[src/rtl/irq_pkg.sv]
// Shared types and helpers for the interrupt controller: state encoding, default sizes and the
// lowest-index-wins priority encoder.
package irq_pkg;

    localparam int unsigned DefNsrc = 4;
    localparam int unsigned DefIdw  = 2;

    typedef enum logic [1:0] {
        IrqIdle = 2'd0,
        IrqReq  = 2'd1,
        IrqServ = 2'd2
    } irq_state_e;

    // Index of the lowest set bit; 0 when nothing is set (callers gate on |req).
    function automatic logic [3:0] prio_enc(input logic [15:0] req);
        logic [3:0] idx;
        idx = '0;
        for (int i = 15; i >= 0; i--) begin
            if (req[i]) begin
                idx = 4'(i);
            end
        end
        return idx;
    endfunction

endpackage

[src/rtl/irq_sync_edge.sv]
// Single-bit 2-flop synchronizer followed by a rising-edge detector (sync2 & ~sync3).
module irq_sync_edge
    import irq_pkg::*;
(
    input  logic clk_i,
    input  logic rst_ni,
    input  logic d_i,
    output logic edge_o
);

    logic sync1_q, sync2_q, sync3_q;

    always_ff @(posedge clk_i or negedge rst_ni) begin
        if (!rst_ni) begin
            sync1_q <= 1'b0;
            sync2_q <= 1'b0;
            sync3_q <= 1'b0;
        end else begin
            sync1_q <= d_i;
            sync2_q <= sync1_q;
            sync3_q <= sync2_q;
        end
    end

    assign edge_o = sync2_q & ~sync3_q;

endmodule

[src/rtl/irq_controller.sv]
// Collects NSRC request lines as pending edges, masks them and presents one interrupt at a time
// to the core with an ack/eoi handshake (no nesting).
module irq_controller
    import irq_pkg::*;
#(
    parameter int unsigned NSRC = DefNsrc,
    parameter int unsigned IDW  = DefIdw
) (
    input  logic            clk_i,
    input  logic            rst_ni,
    input  logic [NSRC-1:0] src_in_i,
    input  logic            mask_wr_i,
    input  logic [NSRC-1:0] mask_din_i,
    input  logic            clr_ovr_i,
    input  logic            irq_ack_i,
    input  logic            irq_eoi_i,
    output logic            irq_o,
    output logic [IDW-1:0]  irq_id_o,
    output logic [NSRC-1:0] pending_o,
    output logic            in_service_o,
    output logic [NSRC-1:0] overrun_o
);

    localparam logic [NSRC-1:0] OneHot0 = NSRC'(1);

    irq_state_e      state_q;
    logic            irq_q;
    logic [IDW-1:0]  id_q;
    logic [NSRC-1:0] pending_q, pending_d;
    logic [NSRC-1:0] overrun_q, overrun_d;
    logic [NSRC-1:0] mask_q, mask_d;

    logic [NSRC-1:0] edge_v;
    logic [NSRC-1:0] cand;
    logic [NSRC-1:0] id_oh;
    logic [NSRC-1:0] clr_vec;
    logic [IDW-1:0]  winner;
    logic            ack_fire;

    for (genvar i = 0; i < NSRC; i++) begin : g_sync
        irq_sync_edge u_sync (
            .clk_i  (clk_i),
            .rst_ni (rst_ni),
            .d_i    (src_in_i[i]),
            .edge_o (edge_v[i])
        );
    end

    always_comb begin
        mask_d   = mask_wr_i ? mask_din_i : mask_q;
        // Arbitrate against the mask as it will be after this edge, so a mask write changes
        // presentation on the very next edge.
        cand     = pending_q & ~mask_d;
        winner   = IDW'(prio_enc(16'(cand)));
        id_oh    = OneHot0 << id_q;
        ack_fire = (state_q == IrqReq) && irq_ack_i;
        clr_vec  = ack_fire ? id_oh : '0;
        // A new edge on the acked source re-pends it without counting as an overrun.
        pending_d = (pending_q & ~clr_vec) | edge_v;
        overrun_d = (clr_ovr_i ? '0 : overrun_q) | (edge_v & pending_q & ~clr_vec);
    end

    always_ff @(posedge clk_i or negedge rst_ni) begin
        if (!rst_ni) begin
            pending_q <= '0;
            overrun_q <= '0;
            mask_q    <= '1;
        end else begin
            pending_q <= pending_d;
            overrun_q <= overrun_d;
            mask_q    <= mask_d;
        end
    end

    always_ff @(posedge clk_i or negedge rst_ni) begin
        if (!rst_ni) begin
            state_q <= IrqIdle;
            irq_q   <= 1'b0;
            id_q    <= '0;
        end else begin
            unique case (state_q)
                IrqIdle: begin
                    if (|cand) begin
                        state_q <= IrqReq;
                        irq_q   <= 1'b1;
                        id_q    <= winner;
                    end
                end
                IrqReq: begin
                    if (irq_ack_i) begin
                        state_q <= IrqServ;
                        irq_q   <= 1'b0;
                    end else if (~|(cand & id_oh)) begin
                        state_q <= IrqIdle;
                        irq_q   <= 1'b0;
                    end
                end
                IrqServ: begin
                    if (irq_eoi_i) begin
                        state_q <= IrqIdle;
                    end
                end
                default: begin
                    state_q <= IrqIdle;
                    irq_q   <= 1'b0;
                end
            endcase
        end
    end

    assign irq_o        = irq_q;
    assign irq_id_o     = id_q;
    assign pending_o    = pending_q;
    assign overrun_o    = overrun_q;
    assign in_service_o = (state_q == IrqServ);

endmodule
[config.mk]
export PLATFORM = sky130hd
export DESIGN_NAME = irq_controller
export DESIGN_NICKNAME = d
export VERILOG_FILES = /design/src/rtl/irq_pkg.sv /design/src/rtl/irq_sync_edge.sv /design/src/rtl/irq_controller.sv
export SDC_FILE = /design/constraint.sdc
export NUM_CORES = 1
export LEC_CHECK = 0
export ABC_AREA = 1
export ABC_CLOCK_PERIOD_IN_PS = 2100
export CELL_PAD_IN_SITES_DETAIL_PLACEMENT = 1
export CELL_PAD_IN_SITES_GLOBAL_PLACEMENT = 2
export CORE_MARGIN = 2
export CORE_UTILIZATION = 32
export DETAILED_ROUTE_END_ITERATION = 12
export PLACE_DENSITY_LB_ADDON = 0.2
export SETUP_SLACK_MARGIN = 0.5
export SYNTH_ARGS = -nofsm -noshare
export SYNTH_HDL_FRONTEND = slang
export SYNTH_SLANG_ARGS = --single-unit
export TNS_END_PERCENT = 30
[constraint.sdc]
create_clock -name clk_i -period 2.1 [get_ports clk_i]
set_clock_uncertainty 0.1 [all_clocks]
set_input_delay 0.21 -clock clk_i [delete_from_list [all_inputs] [get_ports clk_i]]
set_output_delay 0.21 -clock clk_i [all_outputs]
set_load 0.005 [all_outputs]
==> impl_metrics.py <==
metrics = {
    "status": {
        "status": "completed",
    },
    "place": {
        "post-dp-hpwl_mm": 1.755,
        "gp_congestion": 0.6821,
        "dp.cells": 178,
        "preCtsSetupSlack_ns": 0.3637,
        "postPlaceCellArea_sq_um": 1421,
        "portBuffers": 25,
    },
    "layout": {
        "stdcell_area_sq_um": 1530,
        "nets": 156,
        "final_common_cell": "clkdlybuf4s50_1",
        "layout.cells.non_filler": 189,
        "syn_to_final_growth_pct": 38.35,
        "drive_gt1_share_pct": 19.58,
        "nFillCells": 392,
        "final_util_pct": 45.86,
        "final_cell_mix": "clkdlybuf4s50_1 (24), nand2_1 (23), dfrtp_1 (23)",
        "insertedDiodeCount": 0,
    },
    "worst_setup_path": {
        "cp-endpoint": "irq_id_o[0]",
        "rr_worst_depth": 4,
        "crit_chain": "clkdlybuf4s50_1",
        "rrSetupSlack_ns": 0.76,
        "worstSetupPathType": "reg2out",
        "start_kind": "flop",
        "slowest_delay_ns": 0.52,
        "critPathBufInv": 1,
        "cp_num_cells": 1,
        "crit_required_ns": 1.79,
        "cp_max_fo": 4,
        "critPathArrivalTime_ns": 1.26,
        "crit_path_end_kind": "primary output",
        "path_delay_family": "buffers and inverters",
        "crit_path_top_delay_cell": "clkdlybuf4s50_1",
        "r2r-end": "overrun_o[0]",
        "critPathLaunch": "irq_id_o[0]",
        "r2r_start": "state_q[0]",
    },
    "yosys": {
        "synth-seq-cells": 29,
        "synth_nets": 120,
        "syn_area_sq_um": 1106,
        "syn_inst": 106,
        "synth_area_leaders": "dfrtp_1 (57%), dfstp_2 (9.5%), nand2_1 (7.8%)",
        "avgSynthCellArea_sq_um": 10.43,
        "synth_top_area_share_pct": 56.56,
        "synth.distinct_cells": 17,
        "ys_seq_area_share_pct": 66.06,
        "synth_top_cell_by_area": "dfrtp_1",
        "synth_warnings": 0,
    },
    "timing": {
        "fmax_mhz": 635.4,
        "period_needed_ns": 1.574,
        "fin_ws_ns": 0.5262,
        "rsz0062_at_grt": "yes",
        "slew_headroom_pct": 75.20,
        "finalCritPeriodShare_pct": 74.94,
        "maxSlewViolCount": 0,
        "setup-tns-final_ns": 0,
        "whs_ns": 0.1607,
        "finalSetupViolCount": 0,
        "finalHoldViolations": 0,
        "worst_pin_slew_ns": 0.3720,
    },
    "global_route": {
        "grt_first_pass_wirelength_mm": 4.188,
        "grt_pass1_vias": 926,
        "top_usage_layer": "met2",
        "use_met1_pct": 15.73,
        "antenna_found_initial": 0,
        "grt_usage_pct": 14.05,
        "gr-total-overflow": 0,
        "grt_max_degree": 30,
        "grtUsageMet2_pct": 23.92,
        "met3_usage_pct": 5.946,
    },
    "pwr": {
        "p_per_area_nw_per_um2": 1205,
        "ir_worst_vdd_mv": 0.3941,
        "total_power_mw": 1.844,
        "p_leak_nw": 0.7202,
    },
    "clock_tree": {
        "cts_buffers": 5,
        "insertion_delay_ns": 0.33,
        "cts_tree": "done",
        "cts.clk_slew.worst_paths_ns": 0.09,
        "numClockSinks": 29,
        "clockBufferDepth": 2,
        "clockRootBuffer": "clkbuf_4",
        "htree_levels": 2,
    },
    "routing": {
        "drc_errors": 0,
        "viasPerCell": 4.561,
        "drt_wl_total_mm": 2.396,
        "drtIter0Drc": 35,
        "num_vias": 862,
        "drt-pass1-iter-count": 4,
        "route.antenna.remaining_nets": 0,
        "wire_per_inst_microns": 12.68,
    },
    "floorplan": {
        "die_area_sq_um": 3943,
        "rows": 21,
        "fp.coreArea_sq_um": 3337,
        "fp.dieH_microns": 62.79,
        "dieWidth_microns": 62.79,
        "start_util_pct": 33.15,
        "io_pins": 26,
    },
    "job": {
        "drv_cap": 0,
    },
    "min_path": {
        "worstHoldPathType": "in2async",
    },
}
worst min-delay path by stage:
stage,startpoint,to,slack [ns]
floorplan,rst_ni,g_sync[0].u_sync.sync1_q,-0.19
global placement,g_sync[3].u_sync.sync1_q,g_sync[3].u_sync.sync2_q,0.23
detailed placement,g_sync[1].u_sync.sync1_q,g_sync[1].u_sync.sync2_q,0.24
CTS,rst_ni,irq_id_o[1],0.16
global route,rst_ni,irq_id_o[1],0.18
finish,rst_ni,irq_id_o[1],0.16
synthesized netlist by cell type:
cell type / n
nor2_1: 9
o21ai_0: 9
o21bai_1: 1
o32ai_1: 4
nor2_2: 2
dfrtp_1: 25
nand4_1: 1
o21ai_1: 1
nand3_2: 4
o31ai_1: 1
nand2_1: 23
nand3_1: 2
inv_2: 1
nand2_2: 4
dfstp_2: 4
a21oi_1: 1
inv_1: 14
final cells by class:
class | instances | area (sq um) | share of cell area (%)
clock buffers | 7 | 55.05 | 3.598
well taps | 46 | 57.56 | 3.761
clock inverters | 1 | 30.03 | 1.962
flip-flops and latches | 29 | 733.2 | 47.91
inverters | 15 | 56.30 | 3.679
multi-input cells | 62 | 319.1 | 20.85
repair buffers | 29 | 279.0 | 18.23
state kept, by name (all words and copies together) (netlist names):
| name | count |
|---|---|
| g_sync.u_sync.sync2_q | 4 |
| irq_o | 1 |
| mask_q | 4 |
| g_sync.u_sync.sync1_q | 4 |
| g_sync.u_sync.sync3_q | 4 |
| irq_id_o | 2 |
| pending_o | 4 |
| overrun_o | 4 |
| state_q | 2 |
power breakdown:
group / switching, mW / internal [mW]
Sequential: 0.0863 / 0.680
Clock: 0.192 / 0.284
Combinational: 0.293 / 0.309
logic make-up after synthesis:
logic type	Yosys count	share of synthesized area, %
AO/OA/AOI/OAI	17	9.501
buffers and inverters	15	5.090
flip-flops	29	66.06
AND/OR/NAND/NOR	45	19.34
layer usage:
metal | up-vias | wire length [microns]
met5 | - | 0
met2 | 18 | 1197
met1 | 430 | 1058
met3 | 2 | 122
met4 | 0 | 18
li1 | 412 | -
repair_timing:
item,CTS,global route
hold buffers,0,0
resized for setup,1,2
setup buffers,2,1
pin swaps,0,0
endpoints found under the setup margin,5,6
(Power assumes the default switching activity.)
